## config.mk

```make
export PLATFORM = sky130hd
export DESIGN_NAME = wb_spram_pipe
export DESIGN_NICKNAME = d
export VERILOG_FILES = /design/src/rtl/wb_spram_pipe.sv
export SDC_FILE = /design/constraint.sdc
export NUM_CORES = 1
export LEC_CHECK = 0
export CAP_MARGIN = 20
export CORE_MARGIN = 2
export CORE_UTILIZATION = 55
export DETAILED_ROUTE_END_ITERATION = 16
export GPL_TIMING_DRIVEN = 0
export PLACE_DENSITY = 0.75
export SYNTH_ARGS = -nofsm -noshare
export SYNTH_HDL_FRONTEND = slang
export SYNTH_SLANG_ARGS = --single-unit
```

## constraint.sdc

```tcl
create_clock -name clk -period 1.5 [get_ports clk]
set_input_delay 0.3 -clock clk [delete_from_list [all_inputs] [get_ports clk]]
set_output_delay 0.3 -clock clk [all_outputs]
set_load 0.01 [all_outputs]
```

## src/rtl/wb_spram_pipe.sv

```systemverilog
// Single-port RAM behind a Wishbone B4 pipelined slave: byte-lane writes,
// registered read, LATENCY-deep response pipeline, out-of-range error
// termination and cycle-abort flushing of in-flight responses.
module wb_spram_pipe #(
  parameter int unsigned SIZE       = 'h80,
  parameter int unsigned DATA_WIDTH = 32,
  parameter int unsigned LATENCY    = 1,
  parameter int unsigned ADR_WIDTH  = 32
) (
  input  logic                    clk,
  input  logic                    rst_n,
  input  logic                    wb_cyc,
  input  logic                    wb_stb,
  input  logic                    wb_we,
  input  logic [ADR_WIDTH-1:0]    wb_adr,
  input  logic [DATA_WIDTH/8-1:0] wb_sel,
  input  logic [DATA_WIDTH-1:0]   wb_dat_i,
  output logic [DATA_WIDTH-1:0]   wb_dat_o,
  output logic                    wb_ack,
  output logic                    wb_err,
  output logic                    wb_stall
);

  localparam int unsigned BYTES  = DATA_WIDTH / 8;
  localparam int unsigned OFF_W  = $clog2(BYTES);
  localparam int unsigned SIZE_W = $clog2(SIZE);
  localparam int unsigned IDX_W  = SIZE_W - OFF_W;
  localparam int unsigned WORDS  = SIZE / BYTES;

  logic [DATA_WIDTH-1:0] mem [WORDS];
  logic [DATA_WIDTH-1:0] dat_pipe [LATENCY];
  logic [LATENCY-1:0]    ack_pipe;
  logic [LATENCY-1:0]    err_pipe;

  logic             accept_c;
  logic             in_range_c;
  logic             wr_c;
  logic             rd_c;
  logic [IDX_W-1:0] idx_c;

  // The slave never back-pressures, so every strobe inside a cycle is taken.
  assign wb_stall   = 1'b0;
  assign accept_c   = wb_cyc & wb_stb;
  assign in_range_c = wb_adr < ADR_WIDTH'(SIZE);
  assign idx_c      = wb_adr[SIZE_W-1:OFF_W];
  assign wr_c       = accept_c & in_range_c & wb_we;
  assign rd_c       = accept_c & in_range_c & ~wb_we;

  // RAM array with per-byte write enables; contents survive reset.
  always_ff @(posedge clk) begin
    if (wr_c) begin
      for (int i = 0; i < BYTES; i++) begin
        if (wb_sel[i]) begin
          mem[idx_c][8*i +: 8] <= wb_dat_i[8*i +: 8];
        end
      end
    end
  end

  // Response flags shift toward the output; a dropped cycle kills all of them.
  always_ff @(posedge clk or negedge rst_n) begin
    if (!rst_n) begin
      ack_pipe <= '0;
      err_pipe <= '0;
    end else if (!wb_cyc) begin
      ack_pipe <= '0;
      err_pipe <= '0;
    end else begin
      ack_pipe <= LATENCY'({ack_pipe, accept_c & in_range_c});
      err_pipe <= LATENCY'({err_pipe, accept_c & ~in_range_c});
    end
  end

  // Registered RAM read followed by LATENCY-1 plain delay stages.
  always_ff @(posedge clk or negedge rst_n) begin
    if (!rst_n) begin
      for (int i = 0; i < LATENCY; i++) begin
        dat_pipe[i] <= '0;
      end
    end else begin
      if (rd_c) begin
        dat_pipe[0] <= mem[idx_c];
      end
      for (int i = 1; i < LATENCY; i++) begin
        dat_pipe[i] <= dat_pipe[i-1];
      end
    end
  end

  assign wb_ack   = ack_pipe[LATENCY-1];
  assign wb_err   = err_pipe[LATENCY-1];
  assign wb_dat_o = dat_pipe[LATENCY-1];

endmodule

```

After elaboration in Yosys (flattened, before gate mapping) --
Memory sizes are Yosys's and may differ from the RTL's. A register that Yosys moved wholly into a read port is not among the register bits. Cells that the tools add are included. W data, S select, Z words.
Word-level totals: bits in registers 2, memory bits (writable) 1024, bits of input ports 73, output and inout port bits 35, memories kept 1
Memories:
- mem | depth 32, width 32, read ports 1, clocked after memory_dff 1, write ports 1, line 30 | logic [DATA_WIDTH-1:0] mem [WORDS];
Cells by class: $lt $le $gt $ge 1, multiplexer cells 14, bitwise operators 7, reduce and logical (&&, ||, !) cells 1
Operators with widths (count):
- $lt A32 B8 Y1 const B | 1
- $mux W1 | 14
- $and A1 B1 Y1 | 5
- $not A1 Y1 | 2
- $logic_not A1 Y1 | 1

Longest topological paths before layout --
Gate-level depths: netlist of run 1.
depth in word-level cells 5, mapped depth 9

Least setup slack after synthesis of run 1 --
Ideal clock, no wire load.
kind in2reg, from input wb_adr[26], to memory mem[20][0] (enable), library setup time 370 ps, data arrival time 1847 ps, setup slack -718 ps, stages on the path 6, path through nor4_1 > nand4_1 > nor4_2 > nand2_1 > clkbuf_1 > nor2_1
Between the ends: word-level cells in the longest chain between the ends 5
Ends and longest elaborated chain:
- from (decl) | line 15 | input logic [ADR_WIDTH-1:0] wb_adr,
- $lt A32 B8 Y1 | line 44 | assign in_range_c = wb_adr < ADR_WIDTH'(SIZE);
- $and A1 B1 Y1 (2 in a row) | line 46 | assign wr_c = accept_c & in_range_c & wb_we;
- $mux W1 | line 51 | if (wr_c) begin
- $mux W1 (implied by the code) | line 54 | mem[idx_c][8*i +: 8] <= wb_dat_i[8*i +: 8];
- to (decl) | line 30
No other way between the ends.

==> results of run 1 <==
## synthesized netlist by cell type, drive strengths merged (5+ instances only)
| cell | number | area (um2) |
|---|---|---|
| mux2i | 369 | 3694 |
| buf | 86 | 576.8 |
| o22ai | 181 | 1132 |
| mux2 | 32 | 360.4 |
| a211oi | 28 | 210.2 |
| dfrtp | 34 | 850.8 |
| clkbuf | 44 | 165.2 |
| nand2 | 65 | 244.0 |
| nand3 | 34 | 170.2 |
| edfxtp | 1024 | 30750 |
| nor2b | 6 | 37.54 |
| nand4bb | 5 | 61.31 |
| nor4 | 38 | 244.0 |
| mux4 | 71 | 1599 |
| nor2 | 140 | 525.5 |
## worst reg2reg max path, cell delays in order (launching register included)
cell and delay [ns]:
edfxtp_1 0.44, mux2i_1 0.47, o22ai_1 0.19, nor4_1 0.40, nand4_1 0.24, mux2_4 0.32
## per-stage QoR
stage	utilization	setup TNS [ns]
detailed placement	0.6008	-2383.64
floorplan	-	-467.22
CTS	0.7000	-135.89
finish	0.7201	-178.71
global placement	0.6000	-2340.12
global route	0.7201	-195.80
## where the power goes
group / internal, mW / leakage (nW) / switching, mW
Clock: 14.8 / 1.62 / 11.4
Combinational: 1.38 / 7.16 / 2.21
Sequential: 32.4 / 9.67 / 0.000456
## worst paths after layout
check	from	end	slack (ns)	depth (start not counted)
min in group asynchronous	rst_n	wb_dat_o[31]$_DFFE_PN0P_	0.19	2
worst max-delay path	mem[7][24]$_DFFE_PP_	wb_dat_o[24]$_DFFE_PN0P_	-0.69	5
worst max register to register	mem[7][24]$_DFFE_PP_	wb_dat_o[24]$_DFFE_PN0P_	-0.69	5
max in group asynchronous	rst_n	wb_dat_o[11]$_DFFE_PN0P_	0.72	3
worst min-delay path	wb_stb	wb_err$_DFF_PN0_	0.06	3
worst min register to register	wb_dat_o[4]$_DFFE_PN0P_	wb_dat_o[4]$_DFFE_PN0P_	0.50	1
## registers in the layout, indices dropped and copies added, names as in the netlist
name / cells
mem: 1024
wb_ack: 1
wb_dat_o: 32
wb_err: 1
## final cells by class
class,count,area (um2),share of cell area
multi-input combinational,1012,10960,0.2055
timing repair buffer,320,4653,0.08723
clock inverter,71,719.4,0.01349
inverter,1,3.754,0.00007037
tap,969,1212,0.02273
clock buffer,118,2623,0.04916
sequential,1058,31600,0.5924
buffer,126,1567,0.02937
## repair_timing
item / CTS / global route
endpoints found under the setup margin: 1090 / 1071
gates cloned: 13 / 0
endpoints found under the hold margin: 16 / 0
pin swaps: 183 / 155
buffers inserted: 145 / 35
hold buffers: 1 / 0
gates resized for setup: 586 / 150
## metal layers
| metal | part of all wire | routed length [um] |
|---|---|---|
| met3 | 0.12 | 16370 |
| met5 | 0.00031 | 41 |
| met4 | 0.073 | 9689 |
| met2 | 0.47 | 62670 |
| met1 | 0.33 | 43710 |
## kinds of logic (layout without fill, tap and decap cells)
logic type             Yosys count  after routing
flip-flops                    1058           1058
multiplexers                   472            472
AND/OR/NAND/NOR                319            319
AO/OA/AOI/OAI                  220            220
buffers and inverters          131            636
other                            1              1
==> impl_metrics.tcl, run 1 <==
set metrics [dict create \
    clkTransAtPathRegs_ns 0.07 \
    numPortBuffers 103 \
    grt_pass1_vias 24460 \
    yosysWarnings 0 \
    place_area_um2 44500 \
    antenna_found_initial 0 \
    area_delta_synth_final_pct 30.31 \
    rows 100 \
    whs_ns 0.06356 \
    rsz0062_at_grt "yes" \
    viasPerCell 6.864 \
    gr-max-usage-layer "met2" \
    global_route.usage.met1 0.4072 \
    die_w_um 276.8 \
    cap_violations 0 \
    synth_compound_area_frac 0.03472 \
    start_kind "flop" \
    crit_path_max_fanout 1 \
    slowest_delay_ns 0.47 \
    core_um2 74070 \
    synthAdderAreaFrac 0 \
    nFillCells 3919 \
    dp.cells 3276 \
    clock_latency_ns 0.69 \
    dr.pass1.iters 6 \
    muxShareOfSynthArea 0.1381 \
    synth_simple_gate_area_share 0.03689 \
    drive_gt1_frac 0.3500 \
    ys_types 41 \
    min_period_ns 2.194 \
    cts.path.max_buffers 3 \
    p_leak_nw 18.45 \
    path_buf_inv 0 \
    syn_nets 2274 \
    path_class "reg2reg" \
    cts_tree "yes" \
    fin_cells 3675 \
    numCtsBuffers 100 \
    final_cell_area_um2 53340 \
    drt_iter0_drc 3925 \
    worst_pin_slew_ns 1.232 \
    drv_slew 0 \
    synthArstFlopShare 0.03214 \
    track_usage 0.3139 \
    synth_top_family_by_area "multiplexers" \
    root_buffer "clkbuf_16" \
    diodes 0 \
    avgSynthCellArea_um2 18.60 \
    cpLargestDelayFamily "multiplexers" \
    dp_hpwl_um 71300 \
    crit_required_ns 2.06 \
    synthCells 2201 \
    vias 25220 \
    met3_usage 0.06370 \
    grt_pass1_wl_um 171500 \
    mostFrequentLayoutCell "edfxtp_1" \
    synth_flop_cell "edfxtp_1" \
    drtAntennaViolNets 0 \
    grtUsageMet2 0.5026 \
    synth_xor_area_frac 0 \
    status "complete, but fails checks" \
    place_congestion 0.9154 \
    hold_viol_final 0 \
    violations "negative setup slack" \
    avgRoutedWirePerCell_um 36.05 \
    synth_area_um2 40930 \
    drt-total-wl_um 132500 \
    final_cell_mix "1024 x edfxtp_1, 344 x mux2i_1, 161 x o22ai_1" \
    yosysSeqAreaShare 0.7720 \
    nets 2692 \
    drc 0 \
    max_slew_margin 0.1758 \
    finalSetupViolations 1060 \
    p_total_mw 62.14 \
    htreeDepth 3 \
    fmax_ghz 0.4557 \
    die_h_um 276.8 \
    ios 108 \
    dp_slack_ns -2.691 \
    max-vdd-ir-drop_v 0.0008633 \
    post-route-period-util 1.463 \
    skew_ns 0.03282 \
    min_path_type "in2reg" \
    p_per_area_nw_per_um2 1165 \
    cts.sinks 1058 \
    start_util 0.5526 \
    slowest_stage "mux2i_1" \
    ys_ff_latch 1058 \
    crit_chain "mux2i_1 -> o22ai_1 -> nor4_1 -> nand4_1 -> mux2_4" \
    cp-end-kind "flop" \
    critPathArrivalTime_ns 2.75 \
    setup_ws_ns -0.6944 \
    die_area_um2 76620 \
    grt_max_degree 33 \
    synth_edf_count 1024 \
    grt_overflow 0 \
]
Power figures use the tool's default switching activity.
==> inputs of run 2 (changes only) <==
- CORE_ASPECT_RATIO: unset -> 0.9
==> run 2 against run 1 <==
The run still ends with negative setup slack left. Clock power is 2% lower. Critical path depth unchanged. First-iteration DRC count fell by 4.7%. Combinational power increased by 3%. Flip-flop and latch count did not move.
==> impl_metrics.tcl, run 2 (same netlist as run 1, synthesis figures left out) <==
set metrics [dict create \
    status "complete, but fails checks" \
    violations "negative setup slack" \
    place_area_um2 44480 \
    die_w_um 291.6 \
    finalSetupTns_ns -126.19 \
    numCtsBuffers 103 \
    drive_gt1_frac 0.3404 \
    fmax_ghz 0.5048 \
    mostFrequentLayoutCell "edfxtp_1" \
    final_cell_mix "1024 x edfxtp_1, 360 x mux2i_1, 165 x o22ai_1" \
    grt_pass1_wl_um 172200 \
    cpLargestDelayFamily "multiplexers" \
    track_usage 0.3167 \
    grtUsageMet2 0.4895 \
    rsz0062_at_grt "yes" \
    hp-start "wb_stb" \
    die_area_um2 76630 \
    path_class "reg2reg" \
    slowest_delay_ns 0.52 \
    p_leak_nw 18.45 \
    critPathArrivalTime_ns 2.52 \
    core_um2 73390 \
    cp-end-kind "flop" \
    cts.sinks 1058 \
    final_cell_area_um2 53250 \
    nets 2689 \
    fin_util 0.7256 \
    setup_ws_ns -0.4810 \
    start_kind "flop" \
    drtAntennaViolNets 0 \
    htreeDepth 3 \
    gr-max-usage-layer "met2" \
    drv_slew 0 \
    cp.depth 5 \
    cap_violations 0 \
    vias 24570 \
    sw_frac_of_total 0.2176 \
    finalSetupViolations 1061 \
    post-route-period-util 1.321 \
    root_buffer "clkbuf_16" \
    drt-total-wl_um 126700 \
    drc 0 \
    crit_required_ns 2.04 \
    clkTransAtPathRegs_ns 0.06 \
    top_register "mem" \
    hold_viol_final 0 \
    grt_pass1_vias 24320 \
    p_clk_frac 0.416 \
    nFillCells 4007 \
    rows 94 \
    reg2reg_depth 5 \
    hold_depth 3 \
    skew_ns 0.04087 \
    met3_usage 0.08221 \
    p_per_area_nw_per_um2 1159 \
    dp_hpwl_um 71980 \
    combPwrFrac 0.060 \
    crit_chain "mux4_2 -> and3_4 -> o31ai_4 -> nand4_1 -> mux2_4" \
    slowest_stage "mux4_2" \
    place_congestion 0.9403 \
    global_route.usage.met1 0.4228 \
    dr.pass1.iters 5 \
    power_frac_seq 0.524 \
    viasPerCell 6.717 \
    area_delta_synth_final_pct 30.10 \
    drt_iter0_drc 3742 \
    grt_overflow 0 \
    dp_slack_ns -2.440 \
    p_sw_mw 13.44 \
    cts_tree "yes" \
    path_buf_inv 0 \
    crit_path_max_fanout 1 \
    largest_reg_flops 1024 \
    p_int_mw 48.31 \
    min_period_ns 1.981 \
    grt_max_degree 33 \
    worst_pin_slew_ns 1.130 \
    ios 108 \
    start_util 0.5578 \
    antenna_found_initial 2 \
    cts.path.max_buffers 3 \
    r2r-start "mem[30][24]$_DFFE_PP_" \
    startpoint "mem[30][24]$_DFFE_PP_" \
    min_path_type "in2reg" \
    clock_latency_ns 0.69 \
    final-seq-area_um2 31600 \
    max-vdd-ir-drop_v 0.0009487 \
    avgRoutedWirePerCell_um 34.63 \
    max_slew_margin 0.2446 \
    die_h_um 262.8 \
    multi_input_area_um2 10980 \
    numPortBuffers 103 \
]
## run 2: cell count changes in the layout (fill, tap and decap cells not counted), sizes merged, moves of 2 or more
cell	before	now
clkinvlp	8	2
bufbuf	0	2
clkbuf	186	191
buf	327	325
bufinv	13	10
clkinv	46	43
clkdlybuf4s15	7	5
## run 2: layer usage
layer	up-vias	wire length, um
met2	1936	59440
met1	12480	44480
met4	2	7313
met5	-	11
li1	9718	-
met3	434	15440
## run 2: through the flow
step / hold WS [ns] / power, mW / std cells
4_1_cts: 0.03547 / 60.85 / 3597
5_1_grt: 0.05661 / 62.88 / 3657
3_5_place_dp: 0.3481 / 35.76 / 3267
3_3_place_gp: 0.4938 / 35.66 / 3264
2_1_floorplan: 0.004409 / 34.37 / 2201
6_report: 0.06105 / 61.74 / 3658
## run 2: cell type report
cell class                      count  area share
Timing Repair Buffer              311     0.08536
Clock buffer                      127     0.05089
Antenna cell                        1  0.00004699
Multi-Input combinational cell   1012      0.2062
Tap cell                          960     0.02255
Buffer                            129     0.03155
Sequential cell                  1058      0.5934
Clock inverter                     59    0.009962
Inverter                            1  0.00007048
## run 2: worst reg2reg max path: stages, from the launching register on
cell and delay, ns:
edfxtp_1 0.37, mux4_2 0.52, and3_4 0.19, o31ai_4 0.17, nand4_1 0.26, mux2_4 0.34
## run 2: power by group through the flow
stage / clock network, mW / registers, mW / logic [mW]
global placement: 0 / 33.0 / 2.62
finish: 25.7 / 32.4 / 3.68
global route: 26.8 / 32.4 / 3.76
CTS: 25.3 / 32.4 / 3.17
floorplan: 0 / 33.0 / 1.35
detailed placement: 0 / 33.0 / 2.72
## run 2: path summary, 6_finish.rpt
check                                                end  slack, ns
max in group asynchronous       wb_dat_o[25]$_DFFE_PN0P_       0.72
worst max-delay path            wb_dat_o[24]$_DFFE_PN0P_      -0.48
worst min register to register   wb_dat_o[1]$_DFFE_PN0P_       0.50
worst min-delay path                    wb_err$_DFF_PN0_       0.06
worst max register to register  wb_dat_o[24]$_DFFE_PN0P_      -0.48
min in group asynchronous        wb_dat_o[8]$_DFFE_PN0P_       0.19
## run 2: timing repair
item / CTS / global route
setup endpoints to repair: 1090 / 1089
pin swaps: 192 / 131
endpoints found under the hold margin: 14 / 0
hold buffers: 1 / 0
buffers inserted: 130 / 32
cloned: 14 / 0
gates resized for setup: 638 / 86
